==> src/rtl/slot_tx_scheduler.sv <==
`default_nettype none
// ============================================================================
// Module      : slot_tx_scheduler
// Description : Slot timer with periodic resync requests and a whole-frame
//               ctrl/data arbiter onto one 64-bit AXI-Stream MAC TX port.
// Revision    : 1.0 - initial release
// ============================================================================
module slot_tx_scheduler #(
  parameter int P_SLOT_LEN   = 1000,
  parameter int P_GUARD      = 32,
  parameter int P_SLOT_NUM   = 8,
  parameter int P_SYN_PERIOD = 4
) (
  input  logic        i_clk,
  input  logic        i_rst,
  input  logic        i_slot_start,
  output logic [2:0]  o_cur_slot_id,
  output logic        o_slot_boundary,
  output logic        o_guard,
  output logic        o_syn_req,
  output logic        o_running,
  input  logic        s_ctrl_axis_tvalid,
  input  logic [63:0] s_ctrl_axis_tdata,
  input  logic        s_ctrl_axis_tlast,
  input  logic [7:0]  s_ctrl_axis_tkeep,
  input  logic        s_ctrl_axis_tuser,
  output logic        s_ctrl_axis_tready,
  input  logic        s_data_axis_tvalid,
  input  logic [63:0] s_data_axis_tdata,
  input  logic        s_data_axis_tlast,
  input  logic [7:0]  s_data_axis_tkeep,
  input  logic        s_data_axis_tuser,
  output logic        s_data_axis_tready,
  output logic        m_axis_tvalid,
  output logic [63:0] m_axis_tdata,
  output logic        m_axis_tlast,
  output logic [7:0]  m_axis_tkeep,
  output logic        m_axis_tuser,
  input  logic        m_axis_tready
);

  localparam int C_CNT_W = $clog2(P_SLOT_LEN + 1);
  localparam int C_SYN_W = $clog2(P_SYN_PERIOD + 1);
  localparam logic [C_CNT_W-1:0] C_CNT_LAST    = C_CNT_W'(P_SLOT_LEN - 1);
  localparam logic [C_CNT_W-1:0] C_GUARD_START = C_CNT_W'(P_SLOT_LEN - P_GUARD);
  localparam logic [2:0]         C_ID_LAST     = 3'(P_SLOT_NUM - 1);
  localparam logic [C_SYN_W-1:0] C_SYN_LAST    = C_SYN_W'(P_SYN_PERIOD - 1);

  typedef enum logic [1:0] {
    ST_IDLE = 2'd0,
    ST_CTRL = 2'd1,
    ST_DATA = 2'd2
  } state_t;

  logic [C_CNT_W-1:0] slot_cnt_q, slot_cnt_d;
  logic [2:0]         slot_id_q, slot_id_d;
  logic [C_SYN_W-1:0] syn_cnt_q, syn_cnt_d;
  logic               running_q, running_d;
  logic               boundary_q, boundary_d;
  logic               syn_req_q, syn_req_d;
  state_t             state_q;

  always_comb begin
    slot_cnt_d = slot_cnt_q;
    slot_id_d  = slot_id_q;
    syn_cnt_d  = syn_cnt_q;
    running_d  = running_q;
    boundary_d = 1'b0;
    syn_req_d  = 1'b0;
    // A sync realignment wins over a coincident natural wrap.
    if (i_slot_start) begin
      slot_cnt_d = '0;
      slot_id_d  = '0;
      syn_cnt_d  = '0;
      running_d  = 1'b1;
      boundary_d = 1'b1;
    end else if (running_q) begin
      if (slot_cnt_q == C_CNT_LAST) begin
        slot_cnt_d = '0;
        boundary_d = 1'b1;
        if (slot_id_q == C_ID_LAST) begin
          slot_id_d = '0;
          if (syn_cnt_q == C_SYN_LAST) begin
            syn_cnt_d = '0;
            syn_req_d = 1'b1;
          end else begin
            syn_cnt_d = syn_cnt_q + C_SYN_W'(1);
          end
        end else begin
          slot_id_d = slot_id_q + 3'd1;
        end
      end else begin
        slot_cnt_d = slot_cnt_q + C_CNT_W'(1);
      end
    end
  end

  always_ff @(posedge i_clk) begin
    if (i_rst) begin
      slot_cnt_q <= '0;
      slot_id_q  <= '0;
      syn_cnt_q  <= '0;
      running_q  <= 1'b0;
      boundary_q <= 1'b0;
      syn_req_q  <= 1'b0;
    end else begin
      slot_cnt_q <= slot_cnt_d;
      slot_id_q  <= slot_id_d;
      syn_cnt_q  <= syn_cnt_d;
      running_q  <= running_d;
      boundary_q <= boundary_d;
      syn_req_q  <= syn_req_d;
    end
  end

  assign o_cur_slot_id   = slot_id_q;
  assign o_slot_boundary = boundary_q;
  assign o_syn_req       = syn_req_q;
  assign o_running       = running_q;
  assign o_guard         = running_q && (slot_cnt_q >= C_GUARD_START);

  // Grants are frame-atomic: only tlast on an accepted beat releases the port.
  always_ff @(posedge i_clk) begin
    if (i_rst) begin
      state_q <= ST_IDLE;
    end else begin
      case (state_q)
        ST_IDLE: begin
          if (s_ctrl_axis_tvalid) begin
            state_q <= ST_CTRL;
          end else if (s_data_axis_tvalid && running_q && !o_guard) begin
            state_q <= ST_DATA;
          end
        end
        ST_CTRL: begin
          if (s_ctrl_axis_tvalid && m_axis_tready && s_ctrl_axis_tlast) begin
            state_q <= ST_IDLE;
          end
        end
        ST_DATA: begin
          if (s_data_axis_tvalid && m_axis_tready && s_data_axis_tlast) begin
            state_q <= ST_IDLE;
          end
        end
        default: state_q <= ST_IDLE;
      endcase
    end
  end

  always_comb begin
    m_axis_tvalid      = 1'b0;
    m_axis_tdata       = '0;
    m_axis_tlast       = 1'b0;
    m_axis_tkeep       = '0;
    m_axis_tuser       = 1'b0;
    s_ctrl_axis_tready = 1'b0;
    s_data_axis_tready = 1'b0;
    case (state_q)
      ST_CTRL: begin
        m_axis_tvalid      = s_ctrl_axis_tvalid;
        m_axis_tdata       = s_ctrl_axis_tdata;
        m_axis_tlast       = s_ctrl_axis_tlast;
        m_axis_tkeep       = s_ctrl_axis_tkeep;
        m_axis_tuser       = s_ctrl_axis_tuser;
        s_ctrl_axis_tready = m_axis_tready;
      end
      ST_DATA: begin
        m_axis_tvalid      = s_data_axis_tvalid;
        m_axis_tdata       = s_data_axis_tdata;
        m_axis_tlast       = s_data_axis_tlast;
        m_axis_tkeep       = s_data_axis_tkeep;
        m_axis_tuser       = s_data_axis_tuser;
        s_data_axis_tready = m_axis_tready;
      end
      default: begin
        m_axis_tvalid = 1'b0;
      end
    endcase
  end

endmodule
`default_nettype wire
==> config.mk <==
export PLATFORM = sky130hd
export DESIGN_NAME = slot_tx_scheduler
export DESIGN_NICKNAME = d
export VERILOG_FILES = /design/src/rtl/slot_tx_scheduler.sv
export SDC_FILE = /design/constraint.sdc
export NUM_CORES = 1
export LEC_CHECK = 0
export CORE_ASPECT_RATIO = 1.1
export CORE_MARGIN = 3
export CORE_UTILIZATION = 29
export DETAILED_ROUTE_END_ITERATION = 10
export PLACE_DENSITY = 0.91
export SLEW_MARGIN = 25
export SYNTH_ARGS = -nofsm -noshare
export SYNTH_HDL_FRONTEND = slang
export SYNTH_SLANG_ARGS = --single-unit
==> constraint.sdc <==
create_clock -name i_clk -period 2.06 [get_ports i_clk]
set_input_delay 0.309 -clock i_clk [delete_from_list [all_inputs] [get_ports i_clk]]
set_output_delay 0.309 -clock i_clk [all_outputs]
set_load 0.005 [all_outputs]
==> results of run 1 <==
==> placed cells by master, fill, tap and decap left out, types with 2 or more instances in the layout <==
cell,synthesis,final
dfxtp_2,0,2
nor2_1,16,16
inv_4,0,2
xor2_1,4,4
dfxtp_1,21,17
ha_1,8,5
mux2i_1,2,2
dlygate4sd2_1,0,40
a21oi_1,5,5
a21oi_2,2,2
inv_1,7,5
dlymetal6s2s_1,0,19
or3_1,3,2
nand2b_1,3,3
nand2_1,10,10
clkbuf_16,0,5
nor3_1,3,3
clkbuf_8,0,3
buf_12,0,8
nand4_1,4,4
and2_1,2,2
xnor2_1,5,5
ha_4,0,3
buf_16,0,2
clkbuf_2,0,2
dfxtp_4,0,2
and3_2,2,2
nor2b_1,75,71
buf_4,1,19
clkdlybuf4s15_1,0,13
nand3_1,6,6
a22oi_2,0,39
nor2b_2,0,3
a22oi_1,76,37
clkdlybuf4s50_1,0,162
==> layout make-up <==
class / count / area, µm²
Tap cell: 85 / 106
Timing Repair Buffer: 272 / 2850
Fill cell: 499 / 1840
Multi-Input combinational cell: 236 / 1860
Inverter: 7 / 31.3
Sequential cell: 21 / 430
Clock buffer: 3 / 41.3
Clock inverter: 1 / 7.51
==> Yosys cell counts, types with 3 or more instances <==
cell,count
xnor2_1,5
nand3_1,6
a21oi_1,5
xor2_1,4
nor2b_1,75
nand2b_1,3
a22oi_1,76
nor3_1,3
ha_1,8
clkbuf_1,16
nand4_1,4
or3_1,3
nand2_1,10
buf_2,12
nor2_1,16
dfxtp_1,21
inv_1,7
==> cells by family (layout without fill, tap and decap cells) <==
kind of cell / count (synthesis) / after routing
AND/OR/NAND/NOR: 132 / 132
AO/OA/AOI/OAI: 85 / 85
buffers and inverters: 36 / 283
flip-flops: 21 / 21
XOR/XNOR: 9 / 9
adder cells (fa/ha/maj): 8 / 8
multiplexers: 2 / 2
==> metal layers <==
metal / up-vias / global-route usage, % / routed length, µm
met5: - / 0 / 0
met4: 0 / 7.21 / 312
met2: 145 / 44.4 / 6470
li1: 1544 / - / -
met3: 24 / 7.58 / 1120
met1: 1534 / 30.9 / 4840
==> what timing repair did <==
item,in CTS,in global routing
hold buffers,0,0
resized for setup,81,82
buffers inserted,1,19
pin swaps,1,3
cloned,2,5
setup endpoints to repair,76,27
==> power by group <==
| group | total [mW] | internal, mW | switching (mW) |
|---|---|---|---|
| Combinational | 1.37 | 0.850 | 0.518 |
| Clock | 0.281 | 0.137 | 0.144 |
| Sequential | 0.430 | 0.415 | 0.0153 |
| Total | 2.08 | 1.40 | 0.677 |
==> flip-flops by register name, indices dropped and copies added, names as in the netlist <==
signal           flops
o_cur_slot_id        3
slot_cnt_q          10
o_syn_req            1
o_running            1
o_slot_boundary      1
state_q              2
syn_cnt_q            3
==> through the flow <==
stage               power, mW  utilization [%]
floorplan               0.870                -
global placement         1.46             65.0
detailed placement       1.48             65.0
CTS                      1.81             67.0
global route             2.17             74.3
finish                   2.08             74.3
==> worst max-delay path, cell delays in order (launching register included) <==
cell             delay, ns
dfxtp_4               0.38
inv_4                 0.08
ha_4                  0.23
buf_8                 0.17
a22oi_1               0.09
nor2b_1               0.11
clkdlybuf4s50_1       0.51
==> path summary, 6_finish.rpt <==
path / from / slack (ns) / to / cells after the start
hold / removal: syn_cnt_q[2] / 0.44 / o_syn_req / 1
setup reg to reg: state_q[1] / 0.28 / state_q[1] / 7
hold reg to reg: syn_cnt_q[2] / 0.44 / o_syn_req / 1
setup / recovery: state_q[0] / -0.08 / m_axis_tdata[5] / 6
==> results.sh, run 1 <==
export IMPL_hold_class="reg -> reg"
export IMPL_io_buffers=237
export IMPL_place_gp_congestion=0.895
export IMPL_critPathMaxFanout=14
export IMPL_drive_gt1_share_pct=19.4
export IMPL_max_slew_margin_pct=73.1
export IMPL_hpwl_mm=9.18
export IMPL_cts_tree="built"
export IMPL_p_per_area_mw_per_mm2=390
export IMPL_stdcell_count=625
export IMPL_tns_ns=-0.391
export IMPL_cts_root_buf="clkbuf_8"
export IMPL_start_util_pct=30.4
export IMPL_critPathCaptureType="primary output"
export IMPL_gr_total_overflow=0
export IMPL_period_share_pct=104
export IMPL_num_vias=3247
export IMPL_synthArstFlopShare_pct=0
export IMPL_seq_area_frac_synth_pct=19.3
export IMPL_synthesis_nets=455
export IMPL_synth_area_mux_share_pct=0.919
export IMPL_syn_cell_area_mm2=0.00218
export IMPL_die_x_um=88.6
export IMPL_ios=238
export IMPL_diodes=0
export IMPL_finClkSkew_ns=0.00592
export IMPL_hold_ws_ns=0.441
export IMPL_htree_levels=1
export IMPL_first_iter_violations=111
export IMPL_cts_inserted_buffers=3
export IMPL_ys_ff_latch=21
export IMPL_grt_pass1_wl_mm=17.3
export IMPL_worst_setup_path_start_kind="flip-flop"
export IMPL_antenna_found_initial=0
export IMPL_hold_viol_final=0
export IMPL_cts_buffer_depth=2
export IMPL_fmax_mhz=467
export IMPL_first_global_vias=3247
export IMPL_ys_flop_type="dfxtp_1"
export IMPL_fin_area_mm2=0.00533
export IMPL_core_area_mm2=0.00717
export IMPL_worstSkewPairLatency_ns=0.27
export IMPL_wl_per_cell_um=20.4
export IMPL_drtAntennaViolNets=0
export IMPL_status="finished, violations left"
export IMPL_wl_mm=12.7
export IMPL_area_growth_pct=145
export IMPL_synth_avg_cell_area_um2=7.43
export IMPL_synth_adder_area_share_pct=4.60
export IMPL_peakVddDrop_mv=0.269
export IMPL_dp_cells=594
export IMPL_ys_types=32
export IMPL_synth_top_area_share_pct=26.2
export IMPL_final_max_slew_viol_count=0
export IMPL_layout_setup_ws_ns=-0.0823
export IMPL_worstMarginPinSlew_ns=0.404
export IMPL_synth_simple_area_share_pct=35.5
export IMPL_die_y_um=96.9
export IMPL_max_cap_viol_count=0
export IMPL_dr_pass1_iters=4
export IMPL_ys_warn_count=0
export IMPL_synth_edff_count=0
export IMPL_via_per_inst=5.20
export IMPL_rsz0062_at_grt="true"
export IMPL_nNetsFinal=703
export IMPL_p_leak_nw=2.28
export IMPL_worstSetupPathType="reg -> out"
export IMPL_violations="setup timing"
export IMPL_synth_top_family_by_area="simple AND/OR/NAND/NOR gates"
export IMPL_synth_compound_area_share_pct=29.0
export IMPL_place_area_mm2=0.00466
export IMPL_synth_top_area_cell="a22oi_1"
export IMPL_rows=32
export IMPL_arrival_ns=1.83
export IMPL_cts_sinks=21
export IMPL_synth_cells=293
export IMPL_grtUsageTotal_pct=26.0
export IMPL_die_area_mm2=0.00859
export IMPL_ys_top_cells_by_area="a22oi_1, nor2b_1, dfxtp_1"
export IMPL_fin_crit_ns=2.14
export IMPL_drc=0
export IMPL_clk_pin_slew_ns=0.08
export IMPL_grt_max_degree=39
export IMPL_critPathRequiredTime_ns=1.75
export IMPL_synth_xor_area_share_pct=3.62
export IMPL_setup_viol_count_final=10
export IMPL_dp_slack_ns=-0.0765
Power figures use the tool's default switching activity.
==> run 2, diff against run 1 <==
--- a/config.mk
+++ b/config.mk
@@ -8,9 +8,12 @@
 export CORE_ASPECT_RATIO = 1.1
 export CORE_MARGIN = 3
 export CORE_UTILIZATION = 29
+export CTS_CLUSTER_DIAMETER = 40
 export DETAILED_ROUTE_END_ITERATION = 10
+export GPL_TIMING_DRIVEN = 0
 export PLACE_DENSITY = 0.91
 export SLEW_MARGIN = 25
 export SYNTH_ARGS = -nofsm -noshare
 export SYNTH_HDL_FRONTEND = slang
 export SYNTH_SLANG_ARGS = --single-unit
+export TNS_END_PERCENT = 5
==> results.sh, run 2 (synthesis gave the netlist of run 1 again) <==
export IMPL_status="finished, violations left"
export IMPL_violations="setup timing"
export IMPL_critical_path_max_stage_delay_ns=0.51
export IMPL_area_growth_pct=125
export IMPL_period_share_pct=110
export IMPL_die_area_mm2=0.00859
export IMPL_hpwl_mm=9.53
export IMPL_clk_pin_slew_ns=0.07
export IMPL_rsz0062_at_grt="true"
export IMPL_worstSkewPairLatency_ns=0.26
export IMPL_cts_tree="built"
export IMPL_place_gp_congestion=0.939
export IMPL_worstSetupPathType="reg -> out"
export IMPL_layout_setup_ws_ns=-0.200
export IMPL_crit_slowest_cell="clkdlybuf4s50_1"
export IMPL_fin_area_mm2=0.00490
export IMPL_final_cell_mix="clkdlybuf4s50_1, nor2b_1, a22oi_1"
export IMPL_path_cells="inv_2, ha_4, clkbuf_16, clkbuf_8, nor2b_1, clkdlybuf4s50_1"
export IMPL_die_y_um=96.9
export IMPL_largest_register_ffs=10
export IMPL_reg2reg_to="o_cur_slot_id[0]"
export IMPL_hold_viol_final=0
export IMPL_grt_pass1_wl_mm=17.5
export IMPL_wl_per_cell_um=18.8
export IMPL_die_x_um=88.6
export IMPL_final_max_slew_viol_count=0
export IMPL_setup_viol_count_final=10
export IMPL_place_area_mm2=0.00466
export IMPL_dr_pass1_iters=4
export IMPL_cts_sinks=21
export IMPL_cp_startpoint="state_q[1]"
export IMPL_endpoint="m_axis_tdata[43]"
export IMPL_nNetsFinal=697
export IMPL_rows=32
export IMPL_dp_cells=615
export IMPL_io_buffers=237
export IMPL_grt_max_degree=12
export IMPL_htree_levels=1
export IMPL_grtUsageTotal_pct=26.1
export IMPL_ios=238
export IMPL_start_util_pct=30.4
export IMPL_worstMarginPinSlew_ns=0.418
export IMPL_critPathCaptureType="primary output"
export IMPL_cts_inserted_buffers=3
export IMPL_p_leak_nw=2.01
export IMPL_final_common_cell="clkdlybuf4s50_1"
export IMPL_fin_crit_ns=2.26
export IMPL_cts_root_buf="clkbuf_8"
export IMPL_via_per_inst=5.24
export IMPL_drive_gt1_share_pct=12.9
export IMPL_path_delay_family="buffers and inverters"
export IMPL_drc=0
export IMPL_max_cap_viol_count=0
export IMPL_first_iter_violations=178
export IMPL_worst_setup_path_start_kind="flip-flop"
export IMPL_p_per_area_mw_per_mm2=376
export IMPL_gr_total_overflow=0
export IMPL_max_slew_margin_pct=72.1
export IMPL_first_global_vias=3419
export IMPL_drtAntennaViolNets=0
export IMPL_diodes=0
export IMPL_stdcell_count=619
export IMPL_critPathMaxFanout=10
export IMPL_cts_buffer_depth=2
export IMPL_peakVddDrop_mv=0.244
export IMPL_core_area_mm2=0.00717
export IMPL_r2r_cells=5
export IMPL_finClkSkew_ns=0.00105
export IMPL_fmax_mhz=443
export IMPL_n_fill_cell=607
export IMPL_num_vias=3241
export IMPL_arrival_ns=1.95
export IMPL_wl_mm=11.6
export IMPL_path_buf_inv=4
export IMPL_cp_num_cells=6
export IMPL_registers_top_by_ff_count="slot_cnt_q"
export IMPL_reg2reg_from="slot_cnt_q[0]"
export IMPL_critPathRequiredTime_ns=1.75
export IMPL_r2r_setup_slack_ns=0.55
export IMPL_hold_class="reg -> reg"
export IMPL_antenna_found_initial=0
-- run 2: layout make-up --
| class | count | area, µm² | area share (%) |
|---|---|---|---|
| flip-flops and latches | 21 | 427 | 8.71 |
| repair buffers | 239 | 2320 | 47.3 |
| multi-input cells | 236 | 1690 | 34.5 |
| plain buffers | 27 | 287 | 5.85 |
| clock buffers | 4 | 45.0 | 0.920 |
| well taps | 85 | 106 | 2.17 |
| inverters | 7 | 26.3 | 0.537 |
-- run 2: worst reg2reg max path, stage by stage, from the launching register on --
cell and delay, ns:
dfxtp_1 0.40, ha_1 0.20, and3_2 0.25, nand3_2 0.13, or3_1 0.34, a21oi_2 0.13
-- run 2: what timing repair did --
item | in CTS | in global routing
resized for setup | 124 | 47
gates cloned | 1 | 0
hold buffers | 0 | 0
setup endpoints to repair | 77 | 71
buffers inserted | 1 | 0
pin swaps | 0 | 1
-- run 2: routing by layer --
layer / share of wire [%] / track usage [%] / routed length (µm)
met1: 38 / 30.1 / 4400
met2: 51 / 45.4 / 5950
met3: 8.7 / 8.09 / 1020
met4: 2.4 / 7.21 / 275
met5: 0 / 0 / 0
-- run 2: worst min-delay path by stage --
stage	cells after the start	to	slack (ns)	startpoint
floorplan	1	state_q[1]	0.37	i_rst
global placement	1	o_syn_req	0.41	syn_cnt_q[2]
detailed placement	1	o_syn_req	0.43	syn_cnt_q[2]
CTS	1	o_syn_req	0.44	syn_cnt_q[2]
global route	1	o_syn_req	0.44	syn_cnt_q[2]
finish	1	o_syn_req	0.43	syn_cnt_q[2]
-- run 2: metrics by stage --
stage | worst slack, ns | power (mW) | hold slack [ns] | utilization (%) | setup TNS [ns]
3_3_place_gp | -0.400 | 1.44 | 0.409 | 65.0 | -23.41
6_report | -0.200 | 1.84 | 0.429 | 68.3 | -0.889
3_5_place_dp | -0.421 | 1.46 | 0.425 | 65.0 | -25.38
2_1_floorplan | 0.442 | 0.870 | 0.374 | - | 0
5_1_grt | -0.304 | 1.96 | 0.443 | 68.3 | -3.11
4_1_cts | -0.218 | 1.84 | 0.436 | 67.7 | -2.70
-- run 2: report_power, final --
part | leakage (nW) | switching [mW] | total, mW | internal (mW)
Combinational | 1.81 | 0.439 | 1.15 | 0.713
Clock | 0.0228 | 0.129 | 0.266 | 0.138
Sequential | 0.172 | 0.0103 | 0.426 | 0.416
Total | 2.01 | 0.578 | 1.84 | 1.27
==> run 3, diff against run 2 <==
--- a/config.mk
+++ b/config.mk
@@ -16,4 +16,4 @@
 export SYNTH_ARGS = -nofsm -noshare
 export SYNTH_HDL_FRONTEND = slang
 export SYNTH_SLANG_ARGS = --single-unit
-export TNS_END_PERCENT = 5
+export TNS_END_PERCENT = 1
==> constraint.sdc (replaced) <==
create_clock -name i_clk -period 2.22 [get_ports i_clk]
set_input_delay 0.333 -clock i_clk [delete_from_list [all_inputs] [get_ports i_clk]]
set_output_delay 0.333 -clock i_clk [all_outputs]
set_load 0.005 [all_outputs]
==> results.sh, run 3 (synthesis gave the netlist of run 1 again) <==
export IMPL_layout_setup_ws_ns=-0.156
export IMPL_p_leak_nw=1.88
export IMPL_final_cell_mix="clkdlybuf4s50_1, nor2b_1, a22oi_1"
export IMPL_die_x_um=88.6
export IMPL_cts_inserted_buffers=3
export IMPL_setup_viol_count_final=34
export IMPL_grt_pass1_wl_mm=17.2
export IMPL_rsz0062_at_grt="true"
export IMPL_worstSetupPathType="reg -> out"
export IMPL_rows=32
export IMPL_first_global_vias=3336
export IMPL_critPathRequiredTime_ns=1.89
export IMPL_wl_per_cell_um=18.5
export IMPL_core_area_mm2=0.00717
export IMPL_dr_pass1_iters=5
export IMPL_gr_total_overflow=0
export IMPL_fin_crit_ns=2.38
export IMPL_registers_top_by_ff_count="slot_cnt_q"
export IMPL_finClkSkew_ns=0.00113
export IMPL_grt_max_degree=12
export IMPL_diodes=0
export IMPL_peakVddDrop_mv=0.205
export IMPL_drc=0
export IMPL_antenna_found_initial=0
export IMPL_area_growth_pct=121
export IMPL_wl_mm=11.4
export IMPL_largest_register_ffs=10
export IMPL_first_iter_violations=157
export IMPL_die_y_um=96.9
export IMPL_violations="setup timing"
export IMPL_hold_viol_final=0
export IMPL_critPathMaxFanout=10
export IMPL_place_gp_congestion=0.939
export IMPL_drtAntennaViolNets=0
export IMPL_hpwl_mm=9.53
export IMPL_worst_setup_path_start_kind="flip-flop"
export IMPL_fmax_mhz=421
export IMPL_p_per_area_mw_per_mm2=343
export IMPL_cts_root_buf="clkbuf_8"
export IMPL_io_buffers=237
export IMPL_status="finished, violations left"
export IMPL_htree_levels=1
export IMPL_dp_slack_ns=-0.285
export IMPL_cts_sinks=21
export IMPL_worstMarginPinSlew_ns=0.373
export IMPL_critPathCaptureType="primary output"
export IMPL_clk_pin_slew_ns=0.07
export IMPL_cts_buffer_depth=2
export IMPL_worstSkewPairLatency_ns=0.26
export IMPL_hold_class="reg -> reg"
export IMPL_tns_ns=-3.04
export IMPL_die_area_mm2=0.00859
export IMPL_final_common_cell="clkdlybuf4s50_1"
export IMPL_num_vias=3205
export IMPL_arrival_ns=2.04
export IMPL_via_per_inst=5.19
export IMPL_final_util_pct=67.3
export IMPL_n_fill_cell=611
export IMPL_nNetsFinal=695
export IMPL_ios=238
export IMPL_start_util_pct=30.4
export IMPL_r2r_setup_slack_ns=0.71
export IMPL_max_slew_margin_pct=75.1
export IMPL_drive_gt1_share_pct=9.21
export IMPL_cts_tree="built"
export IMPL_period_share_pct=107
export IMPL_final_max_slew_viol_count=0
export IMPL_grtUsageTotal_pct=25.6
export IMPL_max_cap_viol_count=0
==> run 3: changes by cell type in the layout (fill, tap and decap cells not counted), sizes merged <==
cell,before,now
dlygate4sd2,42,27
clkbuf,25,13
clkdlybuf4s50,169,201
clkdlybuf4s15,9,0
buf,16,18
==> run 3: power by group <==
group          switching [mW]  total (mW)  internal [mW]
Sequential            0.00704       0.392          0.385
Clock                   0.120       0.248          0.128
Combinational           0.386        1.02          0.629
==> run 3: worst max-delay path, stage by stage, from the launching register on <==
cell             delay (ns)
dfxtp_2                0.34
inv_1                  0.08
ha_2                   0.25
buf_6                  0.17
buf_4                  0.19
a22oi_1                0.09
nor2b_1                0.12
clkdlybuf4s50_1        0.54
==> run 3: what timing repair did <==
| action | 4_1_cts | 5_1_grt |
|---|---|---|
| pin swaps | 0 | 0 |
| hold endpoints to repair | 0 | 0 |
| setup buffers | 0 | 0 |
| gates resized for setup | 77 | 15 |
| endpoints found under the setup margin | 77 | 54 |
| hold buffers | 0 | 0 |
==> run 3: area by class of cell <==
class | count | area, µm² | area share (%)
Inverter | 7 | 26.3 | 0.545
Buffer | 27 | 228 | 4.72
Multi-Input combinational cell | 236 | 1630 | 33.8
Tap cell | 85 | 106 | 2.21
Timing Repair Buffer | 237 | 2360 | 49.0
Clock buffer | 4 | 45.0 | 0.934
Sequential cell | 21 | 423 | 8.77
==> run 3: through the flow <==
stage | power, mW | cell area [µm²] | hold WS (ns) | instances
3_5_place_dp | 1.35 | 4660 | 0.425 | 615
6_report | 1.66 | 4820 | 0.430 | 617
2_1_floorplan | 0.807 | 2180 | 0.398 | 293
3_3_place_gp | 1.34 | 4660 | 0.409 | 615
5_1_grt | 1.76 | 4820 | 0.443 | 617
4_1_cts | 1.66 | 4790 | 0.436 | 617
==> run 3: worst paths after layout <==
check | start | endpoint | cells past startpoint
max reg2reg | slot_cnt_q[0] | o_cur_slot_id[0] | 5
max | state_q[0] | m_axis_tdata[36] | 7
min | syn_cnt_q[2] | o_syn_req | 1
min reg2reg | syn_cnt_q[2] | o_syn_req | 1
==> run 3: metal layers <==
metal  vias to the layer above  routed length [µm]  GRT usage, %
met4                         0                 246          6.51
met2                       143                5840          44.2
met1                      1516                4300          30.3
met3                        21                1050          7.24
met5                         -                   0             0
li1                       1525                   -             -
